File: src/rtl/gpio_stream_capture_pkg.sv
// Shared constants and types for the GPIO stream capture block: pin count,
// settings-word field offsets and capture mode encodings.
package gpio_stream_capture_pkg;

    localparam int PIN_COUNT     = 32;
    localparam int PIN_SEL_W     = 5;
    localparam int MODE_W        = 2;

    localparam int CFG_I_SEL_LSB = 0;
    localparam int CFG_Q_SEL_LSB = 8;
    localparam int CFG_MODE_LSB  = 16;
    localparam int CFG_REAL_BIT  = 20;

    typedef enum logic [MODE_W-1:0] {
        MODE_DIRECT   = 2'd0,
        MODE_MAJORITY = 2'd1,
        MODE_EDGE     = 2'd2,
        MODE_RSVD     = 2'd3
    } cap_mode_e;

    typedef struct packed {
        logic                 real_en;
        cap_mode_e            mode;
        logic [PIN_SEL_W-1:0] q_sel;
        logic [PIN_SEL_W-1:0] i_sel;
    } chan_cfg_t;

    localparam chan_cfg_t CFG_RESET = '{
        real_en: 1'b0,
        mode:    MODE_DIRECT,
        q_sel:   5'd0,
        i_sel:   5'd0
    };

endpackage

File: src/rtl/gpio_stream_capture_chan.sv
// One capture channel (gpio_chan_capture): settings register, I/Q pin muxes and
// per-window direct/majority/edge logic. Edge mode exists only with GPIO_CAPTURE_EDGE_EN.
module gpio_chan_capture
    import gpio_stream_capture_pkg::*;
#(
    parameter int         CNT_W = 8,
    parameter logic [6:0] ADDR  = 7'd64
) (
    input  logic                 clk_i,
    input  logic                 rst_ni,
    input  logic                 enable_i,
    input  logic                 strobe_i,
    input  logic [6:0]           wr_addr_i,
    input  logic [31:0]          wr_data_i,
    input  logic                 wr_en_i,
    input  logic [PIN_COUNT-1:0] sample_i,
    output logic                 dig_i_o,
    output logic                 dig_q_o
);

    localparam logic [CNT_W-1:0] CNT_MAX = {CNT_W{1'b1}};

    chan_cfg_t        cfg_q, cfg_d, wr_cfg_s;
    logic [CNT_W-1:0] cnt_n_q, cnt_n_d, cnt_ki_q, cnt_ki_d, cnt_kq_q, cnt_kq_d;
    logic [CNT_W-1:0] n_eff_s, ki_eff_s, kq_eff_s;
    logic             out_i_q, out_i_d, out_q_q, out_q_d;
    logic             wr_s, strobe_s, clr_s, sat_s;
    logic             bit_i_s, bit_q_s, maj_i_s, maj_q_s, sel_i_s, sel_q_s;
    logic             unused_s;

    assign wr_s     = wr_en_i && (wr_addr_i == ADDR);
    assign strobe_s = enable_i && strobe_i;
    // A strobe, a settings write or a disabled cycle all start a fresh window.
    assign clr_s    = !enable_i || wr_s || strobe_s;
    assign bit_i_s  = sample_i[cfg_q.i_sel];
    assign bit_q_s  = sample_i[cfg_q.q_sel];
    assign unused_s = ^{wr_data_i[31:21], wr_data_i[19:18], wr_data_i[15:13], wr_data_i[7:5]};

    // Decode an incoming settings word.
    always_comb begin
        wr_cfg_s         = CFG_RESET;
        wr_cfg_s.i_sel   = wr_data_i[CFG_I_SEL_LSB +: PIN_SEL_W];
        wr_cfg_s.q_sel   = wr_data_i[CFG_Q_SEL_LSB +: PIN_SEL_W];
        wr_cfg_s.mode    = cap_mode_e'(wr_data_i[CFG_MODE_LSB +: MODE_W]);
        wr_cfg_s.real_en = wr_data_i[CFG_REAL_BIT];
    end

    // Counts including the current cycle's sample; frozen once N saturates.
    assign sat_s    = (cnt_n_q == CNT_MAX);
    assign n_eff_s  = sat_s ? cnt_n_q  : cnt_n_q + CNT_W'(1);
    assign ki_eff_s = sat_s ? cnt_ki_q : cnt_ki_q + CNT_W'(bit_i_s);
    assign kq_eff_s = sat_s ? cnt_kq_q : cnt_kq_q + CNT_W'(bit_q_s);
    assign maj_i_s  = {ki_eff_s, 1'b0} > {1'b0, n_eff_s};
    assign maj_q_s  = {kq_eff_s, 1'b0} > {1'b0, n_eff_s};

`ifdef GPIO_CAPTURE_EDGE_EN
    logic edge_i_q, edge_i_d, edge_q_q, edge_q_d;
    logic prev_i_q, prev_q_q, prev_vld_q;
    logic edge_i_s, edge_q_s;

    // The first sample after a settings write has no same-pin predecessor.
    assign edge_i_s = edge_i_q || (prev_vld_q && (bit_i_s != prev_i_q));
    assign edge_q_s = edge_q_q || (prev_vld_q && (bit_q_s != prev_q_q));

    // Sticky edge flags restart with the window.
    always_comb begin
        edge_i_d = edge_i_s;
        edge_q_d = edge_q_s;
        if (clr_s) begin
            edge_i_d = 1'b0;
            edge_q_d = 1'b0;
        end else begin
            edge_i_d = edge_i_s;
            edge_q_d = edge_q_s;
        end
    end

    // Edge-detection state registers.
    always_ff @(posedge clk_i or negedge rst_ni) begin
        if (!rst_ni) begin
            edge_i_q   <= 1'b0;
            edge_q_q   <= 1'b0;
            prev_i_q   <= 1'b0;
            prev_q_q   <= 1'b0;
            prev_vld_q <= 1'b0;
        end else begin
            edge_i_q   <= edge_i_d;
            edge_q_q   <= edge_q_d;
            prev_i_q   <= bit_i_s;
            prev_q_q   <= bit_q_s;
            prev_vld_q <= !wr_s;
        end
    end
`endif

    // Mode select; reserved (and edge when not built) fall back to direct.
    always_comb begin
        sel_i_s = bit_i_s;
        sel_q_s = bit_q_s;
        case (cfg_q.mode)
            MODE_MAJORITY: begin
                sel_i_s = maj_i_s;
                sel_q_s = maj_q_s;
            end
`ifdef GPIO_CAPTURE_EDGE_EN
            MODE_EDGE: begin
                sel_i_s = edge_i_s;
                sel_q_s = edge_q_s;
            end
`endif
            default: begin
                sel_i_s = bit_i_s;
                sel_q_s = bit_q_s;
            end
        endcase
    end

    // Next state for settings, window counters and captured outputs.
    always_comb begin
        cfg_d    = cfg_q;
        cnt_n_d  = cnt_n_q;
        cnt_ki_d = cnt_ki_q;
        cnt_kq_d = cnt_kq_q;
        out_i_d  = out_i_q;
        out_q_d  = out_q_q;
        if (wr_s) begin
            cfg_d = wr_cfg_s;
        end else begin
            cfg_d = cfg_q;
        end
        if (strobe_s) begin
            out_i_d = sel_i_s;
            out_q_d = cfg_q.real_en ? 1'b0 : sel_q_s;
        end else begin
            out_i_d = out_i_q;
            out_q_d = out_q_q;
        end
        if (clr_s) begin
            cnt_n_d  = '0;
            cnt_ki_d = '0;
            cnt_kq_d = '0;
        end else begin
            cnt_n_d  = n_eff_s;
            cnt_ki_d = ki_eff_s;
            cnt_kq_d = kq_eff_s;
        end
    end

    // Channel state registers.
    always_ff @(posedge clk_i or negedge rst_ni) begin
        if (!rst_ni) begin
            cfg_q    <= CFG_RESET;
            cnt_n_q  <= '0;
            cnt_ki_q <= '0;
            cnt_kq_q <= '0;
            out_i_q  <= 1'b0;
            out_q_q  <= 1'b0;
        end else begin
            cfg_q    <= cfg_d;
            cnt_n_q  <= cnt_n_d;
            cnt_ki_q <= cnt_ki_d;
            cnt_kq_q <= cnt_kq_d;
            out_i_q  <= out_i_d;
            out_q_q  <= out_q_d;
        end
    end

    assign dig_i_o = out_i_q;
    assign dig_q_o = out_q_q;

endmodule

File: src/rtl/gpio_stream_capture.sv
// GPIO stream capture top: reset/pad synchronisers, per-channel capture instances
// and the dig_valid pulse. Optional edge mode is enabled by GPIO_CAPTURE_EDGE_EN.
module gpio_stream_capture
    import gpio_stream_capture_pkg::*;
#(
    parameter int         NUM_CHAN = 2,
    parameter int         CNT_W    = 8,
    parameter logic [6:0] SEL_ADDR = 7'd64
) (
    input  logic                clock,
    input  logic                reset,
    input  logic                enable,
    input  logic                out_strobe,
    input  logic [6:0]          serial_addr,
    input  logic [31:0]         serial_data,
    input  logic                serial_strobe,
    input  logic [15:0]         io_rx_a_in,
    input  logic [15:0]         io_rx_b_in,
    output logic [NUM_CHAN-1:0] dig_i,
    output logic [NUM_CHAN-1:0] dig_q,
    output logic                dig_valid
);

    logic                 rst_meta_q, rst_sync_q;
    logic [PIN_COUNT-1:0] pad_meta_q, pad_sync_q;
    logic                 dig_valid_q, dig_valid_d;

    // Reset asserts asynchronously and releases on the second clock edge.
    always_ff @(posedge clock or negedge reset) begin
        if (!reset) begin
            rst_meta_q <= 1'b0;
            rst_sync_q <= 1'b0;
        end else begin
            rst_meta_q <= 1'b1;
            rst_sync_q <= rst_meta_q;
        end
    end

    // Two-flop synchroniser for all 32 pads.
    always_ff @(posedge clock or negedge rst_sync_q) begin
        if (!rst_sync_q) begin
            pad_meta_q <= '0;
            pad_sync_q <= '0;
        end else begin
            pad_meta_q <= {io_rx_b_in, io_rx_a_in};
            pad_sync_q <= pad_meta_q;
        end
    end

    assign dig_valid_d = enable && out_strobe;

    // Valid pulse aligned with the channels' registered outputs.
    always_ff @(posedge clock or negedge rst_sync_q) begin
        if (!rst_sync_q) begin
            dig_valid_q <= 1'b0;
        end else begin
            dig_valid_q <= dig_valid_d;
        end
    end

    assign dig_valid = dig_valid_q;

    for (genvar c = 0; c < NUM_CHAN; c++) begin : g_chan
        gpio_chan_capture #(
            .CNT_W (CNT_W),
            .ADDR  (SEL_ADDR + 7'(c))
        ) u_chan (
            .clk_i     (clock),
            .rst_ni    (rst_sync_q),
            .enable_i  (enable),
            .strobe_i  (out_strobe),
            .wr_addr_i (serial_addr),
            .wr_data_i (serial_data),
            .wr_en_i   (serial_strobe),
            .sample_i  (pad_sync_q),
            .dig_i_o   (dig_i[c]),
            .dig_q_o   (dig_q[c])
        );
    end

endmodule

File: config.mk
export PLATFORM = sky130hd
export DESIGN_NAME = gpio_stream_capture
export DESIGN_NICKNAME = d
export VERILOG_FILES = /design/src/rtl/gpio_stream_capture_pkg.sv /design/src/rtl/gpio_stream_capture_chan.sv /design/src/rtl/gpio_stream_capture.sv
export SDC_FILE = /design/constraint.sdc
export NUM_CORES = 1
export LEC_CHECK = 0
export ABC_AREA = 1
export ABC_CLOCK_PERIOD_IN_PS = 7900
export BUFFER_PORTS_ARGS = -buffer_cell sky130_fd_sc_hd__buf_4
export CAP_MARGIN = 20
export CORE_MARGIN = 2
export CORE_UTILIZATION = 40
export CTS_CLUSTER_SIZE = 10
export DETAILED_ROUTE_END_ITERATION = 7
export PLACE_DENSITY_LB_ADDON = 0.1
export SLEW_MARGIN = 10
export SYNTH_ARGS = -nofsm -noshare
export SYNTH_HDL_FRONTEND = slang
export SYNTH_SLANG_ARGS = --single-unit
File: constraint.sdc
create_clock -name clock -period 7.9 [get_ports clock]
set_input_delay 0 -clock clock [delete_from_list [all_inputs] [get_ports clock]]
set_output_delay 0 -clock clock [all_outputs]
set_load 0.02 [all_outputs]
==> impl_metrics.ini <==
[status]
status = finished with violations
violations = negative hold slack

[power]
total_leakage_power_nw = 4.70
power_density_mw_per_mm2 = 204
power_frac_comb_pct = 12.7
peakVddDrop_uv = 148
power_frac_clock_pct = 43.6
switchingPower_mw = 0.543
fin_total_pwr_mw = 1.88
sequentialPowerShare_pct = 43.8
internal_power_mw = 1.34
swShare_pct = 28.8

[setup_path]
crit_family = simple AND/OR/NAND/NOR gates
critPathSlowestCell = dfrtp_1
start_kind = register
critPathMostFrequentCell = nand3_1
worstSetupPathDepth = 23
cp_cell_sequence = inv_4 > nand2_1 > nand3_1 > nand3_1 > nand2_1 > nand2_1 > nand3_1 > and2_1 > ha_1 > ha_1 > nand3_1 > nor2_1 > nand3_1 > xor2_1 > inv_1 > ha_1 > nand3_1 > nor3_1 > nand3_1 > nand2_1 > nand2_1 > a21oi_1 > a21oi_1
path_buf_inv = 2
endpoint_kind = register
crit_path_max_fanout = 18
crit_type = reg2reg
crit_arrival_ps = 3930
required_ps = 8210
r2r-start = g_chan[1].u_chan.cfg_q[0]
critical-path-max-stage-delay_ps = 720
reg2reg_slack_ps = 4280
r2r-end = g_chan[1].u_chan.dig_i_o
reg2reg_depth = 23

[routing]
wl_um = 17300
dr_total_vias = 6132
first_pass_iters = 5
drcViolationCount = 0
via_per_inst = 4.78
ant_nets = 0
drt-wirelength-per-cell_um = 13.5
dr.first_iter.drc_count = 385

[floorplanning]
std_cell_rows = 50
io_pins = 81
die_x_um = 142
start_util_pct = 40.7
dieArea_sq_mm = 0.0202
core-area_sq_mm = 0.0187
dieHeight_um = 142

[grt]
grt_pass1_wl_um = 29300
grt_pass1_vias = 5874
antenna_found_initial = 0
grt_overflow = 0
grt_usage_pct = 18.4
grt_max_degree = 55

[cells_and_area]
nNetsFinal = 1149
drive_gt1_share_pct = 11.8
multiInputGateArea_sq_mm = 0.00336
seq_area_sq_mm = 0.00363
area_growth_pct = 21.4
fillerInstances = 1820
antenna_cells = 0
stdcell_count = 1282

[clock_network]
cts-root-buf = clkbuf_16
clk_pin_slew_ps = 70
cts_resized = 0
cts-htree-levels = 4
tritoncts = done
clock-sinks = 145
insertion_delay_ps = 420
cts_setup_buffers = 0
numCtsBuffers = 17
clockBufferDepth = 2

[timing]
relSlewSlack_pct = 55.8
post-route-period-util_pct = 45.9
hold_slack_ps = -1.34
finalSetupViolCount = 0
finalMaxSlewViolations = 0
hold_viol_final = 1
rsz0062_at_grt = no
period_minus_slack_ps = 3620
skew_ps = 9.56
tns_ps = 0
fmax_mhz = 276
worst_pin_slew_ps = 662

[place]
dp_hpwl_um = 12500
place.gp.congestion = 0.868
io_buffers = 61
dp.cells = 1203

[logic_synthesis]
synth_top_area_share_pct = 47.6
synth-edff-count = 0
syn-cell-area_sq_mm = 0.00762
yosys.cell_types.count = 40
synth_warnings = 0
synthesis.nets = 1051
synth_most_common_cell = nand2_1
netlist_instances = 937
synth_seq_cells = 145
seq_area_frac_synth_pct = 47.6
yosysTopAreaCell = dfrtp_1
synthTopCellsByCount = nand2_1 (286), dfrtp_1 (145), nand3_1 (125)
async_reset_ff_share_pct = 100
syn-mean-instance-area_sq_um = 8.13
dominantRegCellSynth = dfrtp_1
synthTopCellsByArea = dfrtp_1 (48%), nand2_1 (14%), nand3_1 (8.2%), ha_1 (6.2%), inv_1 (4.8%)

[worst_hold_path]
hp-start = out_strobe
hold_depth = 4
worst_hold_path.endpoint = g_chan[0].u_chan.dig_q_o
hp-class = in2reg

[flow_run]
maxCapViolCount = 0
worst max path at each step:
| stage | startpoint | to | slack, ps |
|---|---|---|---|
| after floorplan | rst_sync_q | dig_valid | 3560 |
| after global placement | g_chan[1].u_chan.cfg_q[0] | g_chan[1].u_chan.dig_i_o | 4280 |
| after detailed placement | g_chan[1].u_chan.cfg_q[0] | g_chan[1].u_chan.dig_i_o | 4260 |
| after CTS | g_chan[1].u_chan.cfg_q[0] | g_chan[1].u_chan.dig_i_o | 4240 |
| after global routing | g_chan[1].u_chan.cfg_q[0] | g_chan[1].u_chan.dig_i_o | 3860 |
| final | g_chan[1].u_chan.cfg_q[0] | g_chan[1].u_chan.dig_i_o | 4280 |
routing by layer:
| metal | part of all wire, % | global-route usage (%) | vias to the layer above |
|---|---|---|---|
| met4 | 2.1 | 5.79 | 0 |
| li1 | - | - | 3179 |
| met1 | 52 | 27.2 | 2811 |
| met3 | 4.0 | 3.73 | 23 |
| met2 | 42 | 27.3 | 119 |
| met5 | 0 | 0 | - |
metrics by stage:
stage / utilization [%] / setup WS [ps] / cell area [sq um] / hold WS, ps
floorplan: - / 3560 / 7620 / -296
global placement: 43.6 / 4280 / 8160 / -216
detailed placement: 43.6 / 4260 / 8160 / -216
CTS: 49.4 / 4240 / 9250 / 1.55
global route: 49.4 / 3860 / 9250 / 30.4
finish: 49.4 / 4280 / 9250 / -1.34
state kept, by name (all words and copies together), names as in the netlist:
signal / flops
pad_meta_q: 32
pad_sync_q: 32
g_chan.u_chan.cfg_q: 26
g_chan.u_chan.cnt_ki_q: 16
g_chan.u_chan.cnt_kq_q: 16
g_chan.u_chan.cnt_n_q: 16
g_chan.u_chan.dig_i_o: 2
g_chan.u_chan.dig_q_o: 2
dig_valid: 1
rst_meta_q: 1
rst_sync_q: 1
kinds of logic (layout without fill, tap and decap cells):
| kind of cell | Yosys count | after routing | synth area share (%) |
|---|---|---|---|
| adders and majority gates | 38 | 38 | 6.24 |
| muxes | 2 | 2 | 0.263 |
| other | 1 | 1 | 0.0492 |
| AOI/OAI and AO/OA | 64 | 64 | 4.32 |
| and+or+nand+nor | 529 | 529 | 30.3 |
| DFF | 145 | 145 | 47.6 |
| buffers and inverters | 134 | 245 | 8.18 |
| xor gates and xnor gates | 24 | 24 | 2.96 |
power by group through the flow:
stage | combinational [mW] | clock (mW) | sequential [mW]
detailed placement | 0.223 | 0 | 0.839
floorplan | 0.171 | 0 | 0.820
finish | 0.238 | 0.821 | 0.825
CTS | 0.242 | 0.843 | 0.825
global placement | 0.218 | 0 | 0.839
global route | 0.277 | 0.880 | 0.832
worst register-to-register path: stages, from the launching register on:
cell and delay [ps]:
dfrtp_1 720, inv_4 190, nand2_1 100, nand3_1 80, nand3_1 90, nand2_1 90, nand2_1 70, nand3_1 90
and2_1 170, ha_1 200, ha_1 200, nand3_1 110, nor2_1 70, nand3_1 80, xor2_1 200, inv_1 70
ha_1 290, nand3_1 110, nor3_1 160, nand3_1 90, nand2_1 80, nand2_1 60, a21oi_1 110, a21oi_1 80
cell type report:
type,count,area share [%]
clock buffer,17,4.60
timing repair buffer,110,10.2
clock inverter,15,2.08
sequential,145,39.3
multi-input combinational,658,36.4
tap,234,3.17
inverter,103,4.29
placed cells by master (no fill, tap or decap), types with 10 or more instances in the layout:
cell	instances
nor2_1	70
xor2_1	18
buf_4	63
dfrtp_1	144
o21ai_0	32
clkbuf_16	17
dlygate4sd3_1	47
inv_1	97
nand2_1	286
nand3_1	125
a21oi_1	22
nor3_1	10
ha_1	38
what timing repair did:
item / 4_1_cts / 5_1_grt
hold buffers: 47 / 0
setup endpoints to repair: 0 / 0
endpoints found under the hold margin: 60 / 0
No activity file was read; power rests on OpenSTA's default activity.
